File: src/rtl/tcp_tx_packetizer_pkg.sv
// Shared types and constants for the TCP TX packetizer: status codes,
// request/completion records and the packetizer FSM state encoding.
package tcp_tx_packetizer_pkg;

    localparam int PKT_SID_BITS = 16;
    localparam int PKT_LEN_BITS = 32;

    // TX status / completion error codes
    localparam logic [1:0] TCP_ERR_OK     = 2'd0;
    localparam logic [1:0] TCP_ERR_RETRY  = 2'd1;
    localparam logic [1:0] TCP_ERR_CLOSED = 2'd2;
    localparam logic [1:0] TCP_ERR_FATAL  = 2'd3;

    typedef struct packed {
        logic [PKT_SID_BITS-1:0] sid;
        logic [PKT_LEN_BITS-1:0] len;
    } tcp_pkt_req_t;

    typedef struct packed {
        logic [PKT_SID_BITS-1:0] sid;
        logic [1:0]              err;
    } tcp_pkt_cmpl_t;

    typedef enum logic [2:0] {
        ST_IDLE,
        ST_META,
        ST_STAT,
        ST_WAIT,
        ST_DATA,
        ST_DRAIN,
        ST_CMPL
    } pkt_state_e;

endpackage

File: src/rtl/tcp_tx_packetizer.sv
// Per-region TCP TX front end. Splits one user send request into packets of
// at most MAX_PKT bytes; each packet gets a meta request, waits for the stack's
// TX status, then streams its beats with a regenerated tlast. A retryable status
// backs off and reissues the meta; a fatal status drains the rest of the request.
module tcp_tx_packetizer #(
    parameter int DATA_BITS    = 512,
    parameter int SID_BITS     = 16,
    parameter int LEN_BITS     = 32,
    parameter int TCP_LEN_BITS = 16,
    parameter int MAX_PKT      = 4096,
    parameter int RETRY_WAIT   = 16
) (
    input  logic                    aclk,
    input  logic                    aresetn,
    // user request
    input  logic                    s_req_valid,
    output logic                    s_req_ready,
    input  logic [SID_BITS-1:0]     s_req_sid,
    input  logic [LEN_BITS-1:0]     s_req_len,
    // packet meta to arbiter
    output logic                    m_tx_meta_valid,
    input  logic                    m_tx_meta_ready,
    output logic [SID_BITS-1:0]     m_tx_meta_sid,
    output logic [TCP_LEN_BITS-1:0] m_tx_meta_len,
    // TX status from stack
    input  logic                    s_tx_stat_valid,
    output logic                    s_tx_stat_ready,
    input  logic [SID_BITS-1:0]     s_tx_stat_sid,
    input  logic [1:0]              s_tx_stat_err,
    // user data
    input  logic [DATA_BITS-1:0]    s_axis_tdata,
    input  logic [DATA_BITS/8-1:0]  s_axis_tkeep,
    input  logic                    s_axis_tvalid,
    output logic                    s_axis_tready,
    // packet data to arbiter
    output logic [DATA_BITS-1:0]    m_axis_tdata,
    output logic [DATA_BITS/8-1:0]  m_axis_tkeep,
    output logic                    m_axis_tvalid,
    input  logic                    m_axis_tready,
    output logic                    m_axis_tlast,
    // request completion
    output logic                    m_cmpl_valid,
    input  logic                    m_cmpl_ready,
    output logic [SID_BITS-1:0]     m_cmpl_sid,
    output logic [1:0]              m_cmpl_err
);
    import tcp_tx_packetizer_pkg::*;

    localparam int BYTES    = DATA_BITS / 8;
    localparam int BEAT_LOG = $clog2(BYTES);
    localparam int WAIT_W   = (RETRY_WAIT > 1) ? $clog2(RETRY_WAIT) : 1;
    localparam logic [WAIT_W-1:0]   WAIT_LAST = WAIT_W'(RETRY_WAIT - 1);
    localparam logic [LEN_BITS-1:0] MAX_PKT_L = LEN_BITS'(MAX_PKT);

    // Number of bus beats needed to carry n bytes.
    function automatic logic [LEN_BITS-1:0] beats_of(input logic [LEN_BITS-1:0] n);
        return (n >> BEAT_LOG) + LEN_BITS'(|n[BEAT_LOG-1:0]);
    endfunction

    pkt_state_e          state_q, state_d;
    logic [SID_BITS-1:0] sid_q, sid_d;
    logic [LEN_BITS-1:0] rem_q, rem_d;       // bytes of the request not yet sent
    logic [LEN_BITS-1:0] chunk_q, chunk_d;   // bytes in the current packet
    logic [LEN_BITS-1:0] beats_q, beats_d;   // beats in the current packet / drain
    logic [LEN_BITS-1:0] cnt_q, cnt_d;       // beats handled so far
    logic [1:0]          err_q, err_d;
    logic [WAIT_W-1:0]   wait_q, wait_d;
    logic                meta_vld_q, meta_vld_d;

    logic       last_beat;
    logic [1:0] stat_code;

    assign last_beat = (cnt_q == beats_q - 1'b1);
    // A status for some other session means the stack is confused; treat it as fatal.
    assign stat_code = (s_tx_stat_sid != sid_q) ? TCP_ERR_FATAL : s_tx_stat_err;

    assign m_tx_meta_sid = sid_q;
    assign m_tx_meta_len = chunk_q[TCP_LEN_BITS-1:0];
    assign m_axis_tdata  = s_axis_tdata;
    assign m_axis_tkeep  = s_axis_tkeep;
    assign m_cmpl_sid    = sid_q;
    assign m_cmpl_err    = err_q;

    // Next-state, datapath updates and handshake outputs.
    always_comb begin
        // NOTE: every signal written here gets a default first so no path leaves it unassigned (no latch).
        state_d         = state_q;
        sid_d           = sid_q;
        rem_d           = rem_q;
        chunk_d         = chunk_q;
        beats_d         = beats_q;
        cnt_d           = cnt_q;
        err_d           = err_q;
        wait_d          = wait_q;
        meta_vld_d      = meta_vld_q;
        s_req_ready     = 1'b0;
        m_tx_meta_valid = 1'b0;
        s_tx_stat_ready = 1'b0;
        s_axis_tready   = 1'b0;
        m_axis_tvalid   = 1'b0;
        m_axis_tlast    = 1'b0;
        m_cmpl_valid    = 1'b0;

        unique case (state_q)
            ST_IDLE: begin
                s_req_ready = 1'b1;
                if (s_req_valid) begin
                    sid_d      = s_req_sid;
                    rem_d      = s_req_len;
                    err_d      = TCP_ERR_OK;
                    meta_vld_d = 1'b0;
                    state_d    = (s_req_len == '0) ? ST_CMPL : ST_META;
                end
            end
            ST_META: begin
                // First cycle registers the chunk; meta is offered from the next one.
                if (!meta_vld_q) begin
                    chunk_d    = (rem_q > MAX_PKT_L) ? MAX_PKT_L : rem_q;
                    meta_vld_d = 1'b1;
                end else begin
                    m_tx_meta_valid = 1'b1;
                    if (m_tx_meta_ready) begin
                        meta_vld_d = 1'b0;
                        state_d    = ST_STAT;
                    end
                end
            end
            ST_STAT: begin
                s_tx_stat_ready = 1'b1;
                if (s_tx_stat_valid) begin
                    cnt_d = '0;
                    if (stat_code == TCP_ERR_OK) begin
                        beats_d = beats_of(chunk_q);
                        state_d = ST_DATA;
                    end else if (stat_code == TCP_ERR_RETRY) begin
                        wait_d  = '0;
                        state_d = ST_WAIT;
                    end else begin
                        // The current packet was never sent, so drain everything left.
                        err_d   = stat_code;
                        beats_d = beats_of(rem_q);
                        state_d = ST_DRAIN;
                    end
                end
            end
            ST_WAIT: begin
                if (wait_q == WAIT_LAST) begin
                    state_d = ST_META;
                end else begin
                    wait_d = wait_q + 1'b1;
                end
            end
            ST_DATA: begin
                m_axis_tvalid = s_axis_tvalid;
                s_axis_tready = m_axis_tready;
                m_axis_tlast  = last_beat;
                if (s_axis_tvalid && m_axis_tready) begin
                    if (last_beat) begin
                        cnt_d   = '0;
                        rem_d   = rem_q - chunk_q;
                        state_d = (rem_q == chunk_q) ? ST_CMPL : ST_META;
                    end else begin
                        cnt_d = cnt_q + 1'b1;
                    end
                end
            end
            ST_DRAIN: begin
                s_axis_tready = 1'b1;
                if (s_axis_tvalid) begin
                    if (last_beat) begin
                        state_d = ST_CMPL;
                    end else begin
                        cnt_d = cnt_q + 1'b1;
                    end
                end
            end
            ST_CMPL: begin
                m_cmpl_valid = 1'b1;
                if (m_cmpl_ready) begin
                    state_d = ST_IDLE;
                end
            end
            default: state_d = ST_IDLE;
        endcase
    end

    // State and datapath registers; reset abandons any request in flight.
    always_ff @(posedge aclk or negedge aresetn) begin
        if (!aresetn) begin
            state_q    <= ST_IDLE;
            sid_q      <= '0;
            rem_q      <= '0;
            chunk_q    <= '0;
            beats_q    <= '0;
            cnt_q      <= '0;
            err_q      <= TCP_ERR_OK;
            wait_q     <= '0;
            meta_vld_q <= 1'b0;
        end else begin
            // NOTE: non-blocking assignments so every register samples pre-edge values.
            state_q    <= state_d;
            sid_q      <= sid_d;
            rem_q      <= rem_d;
            chunk_q    <= chunk_d;
            beats_q    <= beats_d;
            cnt_q      <= cnt_d;
            err_q      <= err_d;
            wait_q     <= wait_d;
            meta_vld_q <= meta_vld_d;
        end
    end

endmodule

File: config.mk
export PLATFORM = sky130hd
export DESIGN_NAME = tcp_tx_packetizer
export DESIGN_NICKNAME = d
export VERILOG_FILES = /design/src/rtl/tcp_tx_packetizer_pkg.sv /design/src/rtl/tcp_tx_packetizer.sv
export SDC_FILE = /design/constraint.sdc
export NUM_CORES = 1
export LEC_CHECK = 0
export ABC_AREA = 0
export BUFFER_PORTS_ARGS = -buffer_cell sky130_fd_sc_hd__buf_2
export CAP_MARGIN = 15
export CORE_AREA = 2 2 504 506
export CTS_CLUSTER_SIZE = 25
export DETAILED_ROUTE_END_ITERATION = 8
export DIE_AREA = 0 0 506 508
export PLACE_DENSITY = 0.3
export SLEW_MARGIN = 25
export SYNTH_ARGS = -nofsm -noshare
export SYNTH_HDL_FRONTEND = slang
export SYNTH_SLANG_ARGS = --single-unit
File: constraint.sdc
create_clock -name aclk -period 6.8 [get_ports aclk]
set_input_delay 0.34 -clock aclk [delete_from_list [all_inputs] [get_ports aclk]]
set_output_delay 0.34 -clock aclk [all_outputs]
set_load 0.1 [all_outputs]
==> impl_metrics.env <==
export IMPL_status="finished clean"
export IMPL_final_area_um2=16430
export IMPL_grt_usage_pct=8.162
export IMPL_worstPathRequired_ns=6.46
export IMPL_drt_total_wl_um=108800
export IMPL_syn_avg_cell_area_um2=8.044
export IMPL_fp_dieArea_um2=257000
export IMPL_final_cells=4817
export IMPL_rsz0062_at_grt="no"
export IMPL_vias=11490
export IMPL_route_detailed_drc=0
export IMPL_ant_nets=0
export IMPL_regArea_um2=3729
export IMPL_coreArea_um2=252300
export IMPL_finalClockSkew_ns=0.01845
export IMPL_finalHoldViolations=0
export IMPL_clkSlewWorstSetupHoldPaths_ns=0.08
export IMPL_clockBufferDepth=2
export IMPL_globalplace_congestion=0.7659
export IMPL_start_kind="flip-flop"
export IMPL_worstPathMaxFanout=14
export IMPL_slew_viol_final=0
export IMPL_routed_top_layer="met5"
export IMPL_clkSinkCount=149
export IMPL_ys_flop_type="dfrtp_1"
export IMPL_drive_gt1_share_pct=16.77
export IMPL_tns_ns=0
export IMPL_cp_slowest_stage_delay_ns=0.64
export IMPL_crit_type="reg2out"
export IMPL_synth_warning_count=0
export IMPL_holdCritPathClass="in2reg"
export IMPL_synth_nets=2638
export IMPL_cts_resized=0
export IMPL_dpl_hpwl_um=96240
export IMPL_overflow=0
export IMPL_synthArstFlopShare_pct=100.0
export IMPL_holdWs_ns=0.08109
export IMPL_met3_length_um=30230
export IMPL_nFillCells=29910
export IMPL_min_period_over_period_pct=69.36
export IMPL_die_height_um=508
export IMPL_vdd_ir_drop_worst_v=0.0001993
export IMPL_initial_core_util_pct=6.214
export IMPL_drtIter0Drc=634
export IMPL_synth_seq_area_share_pct=23.78
export IMPL_postPlaceCellArea_um2=15820
export IMPL_ios=1283
export IMPL_placedCellCount=4782
export IMPL_row_count=185
export IMPL_io_buffers=130
export IMPL_cts_tree="yes"
export IMPL_synthCells=1949
export IMPL_multiInputGateArea_um2=6933
export IMPL_critPathCaptureType="output port"
export IMPL_final_setup_viol_count=0
export IMPL_ys_seq_elements=149
export IMPL_worst_pin_slew_ns=0.9210
export IMPL_fin_util_pct=6.511
export IMPL_r2r_slack_ns=2.31
export IMPL_fmax_ghz=0.2120
export IMPL_dieWidth_um=506
export IMPL_dr_wl_met2_um=45330
export IMPL_grt_max_degree=59
export IMPL_ys_types=72
export IMPL_drv_cap=0
export IMPL_clk_latency_ns=0.49
export IMPL_p_per_area_nw_per_um2=123.5
export IMPL_grt_pass1_vias=11550
export IMPL_crit_path_top_delay_cell="nor3_2"
export IMPL_cts_buffers_inserted=17
export IMPL_synth_edf_count=0
export IMPL_fin_nets=2125
export IMPL_synth_area_um2=15680
export IMPL_wl_met1_um=29010
export IMPL_dr_pass1_iters=7
export IMPL_cts_max_level=4
export IMPL_path_common_cell="nand4_1"
export IMPL_power_leakage_nw=5.749
export IMPL_relSlewSlack_pct=38.03
export IMPL_grt_pass1_wl_um=134700
export IMPL_path_cells="inv_1, ha_1, nor4b_1, nand4_1, nor3_1, a2bb2oi_1, o21ai_1, nand4_1, nor3_2, buf_2"
export IMPL_via_per_inst=2.385
export IMPL_area_delta_synth_final_pct=4.780
export IMPL_wl_per_cell_um=22.58
export IMPL_period_minus_slack_ns=4.716
export IMPL_grt_antenna_before_repair=8
export IMPL_arrival_ns=4.38
export IMPL_cts_root_buf="clkbuf_16"
==> critical path, delay by kind of cell (launching register included) <==
family | cells | cell delay, ns
buf+inv | 2 | 0.64
compound gates | 2 | 0.38
flops | 1 | 0.43
fa+ha+maj | 1 | 0.21
simple gates | 5 | 2.21
==> sequential cells by signal (all words and copies together) (netlist names) <==
register / cells
beats_q: 27
wait_q: 4
cnt_q: 32
chunk_q: 32
meta_vld_q: 1
rem_q: 32
m_cmpl_err: 2
m_cmpl_sid: 16
state_q: 3
==> path summary, 6_finish.rpt <==
path                          startpoint        endpoint  depth (start not counted)
max in group asynchronous        aresetn        cnt_q[1]                          3
hold / removal             s_req_sid[14]  m_cmpl_sid[14]                          2
setup / recovery              beats_q[0]    m_axis_tlast                         10
setup reg to reg              beats_q[0]       rem_q[22]                         12
min in group asynchronous        aresetn        cnt_q[3]                          2
hold reg to reg            m_cmpl_err[0]   m_cmpl_err[0]                          2
==> layout make-up <==
class                      count  share of cell area [%]
inverter                      52                   1.188
antenna                        2                 0.03047
sequential                   149                   22.70
tap                         3366                   25.64
clock inverter                15                  0.9978
clock buffer                  17                   2.590
multi-input combinational   1072                   42.20
timing repair buffer         144                   4.654
==> report_power, final <==
part           leakage [nW]  total [W]  switching (W)  internal [W]
logic                  3.45   0.000109      0.0000745     0.0000341
registers              2.02   0.000910      0.0000183      0.000892
clock network         0.285    0.00101       0.000490      0.000520
==> placed cells by master, fill, tap and decap left out, drive strengths merged, types with 4 or more instances in the layout <==
master  count
dfrtp     149
nand2     146
buf       143
o21ai     117
nor2       99
a21oi      84
xnor2      62
nand3      61
inv        59
xor2       57
mux2       43
ha         38
nor4       36
nor3       36
or4        32
o31ai      31
nand4      26
and3       21
or3        18
a21o       17
clkbuf     17
and2       10
mux2i      10
nand2b     10
and4        9
o21a        9
a31oi       8
a211oi      8
or2         7
nand4b      6
o211ai      6
nor2b       6
o31a        5
o22ai       5
clkinv      5
a211o       4
==> repair_timing <==
| action | CTS | global route |
|---|---|---|
| endpoints found under the setup margin | 0 | 0 |
| hold endpoints to repair | 55 | 0 |
| hold buffers | 1 | 0 |
| buffers inserted | 0 | 0 |
==> routing by layer <==
layer	GRT usage [%]	vias to the layer above
met5	1.648	-
met4	3.018	14
met3	10.66	235
li1	-	5086
met2	11.77	955
met1	6.175	5197
==> synthesized netlist by cell type (17+ instances only) <==
library cell / number / area (um2)
or3_1: 18 / 112.6
xnor2_1: 62 / 543.0
nor4_1: 34 / 212.7
ha_1: 38 / 475.5
clkbuf_1: 52 / 195.2
xor2_1: 57 / 499.2
a21oi_1: 84 / 420.4
mux2_2: 35 / 394.1
buf_4: 608 / 4564
nor2_1: 98 / 367.9
nor3_1: 33 / 165.2
nand4_1: 25 / 156.4
nand3_1: 61 / 305.3
inv_1: 52 / 195.2
nand2_1: 146 / 548.0
o21ai_0: 114 / 570.6
a21o_1: 17 / 127.6
and3_1: 21 / 131.4
dfrtp_1: 149 / 3729
o31ai_1: 30 / 225.2
or4_1: 31 / 232.7
==> logic make-up (layout without fill, tap and decap cells) <==
group	after synthesis	count (layout)	synth area share [%]
buf+inv	728	228	32.15
simple gates	534	534	17.63
compound gates	327	327	12.74
flops	149	149	23.78
xor+xnor	119	119	6.648
mux	53	53	3.895
fa+ha+maj	39	39	3.160
other cells	0	2	0
==> metrics by stage <==
step / worst slack, ns / total power [W]
after floorplan: 2.074 / 0.002557
after global placement: 1.876 / 0.001041
after detailed placement: 2.263 / 0.001040
after CTS: 1.816 / 0.002091
after global routing: 1.450 / 0.002128
final: 2.084 / 0.002028
(Power assumes the default switching activity.)
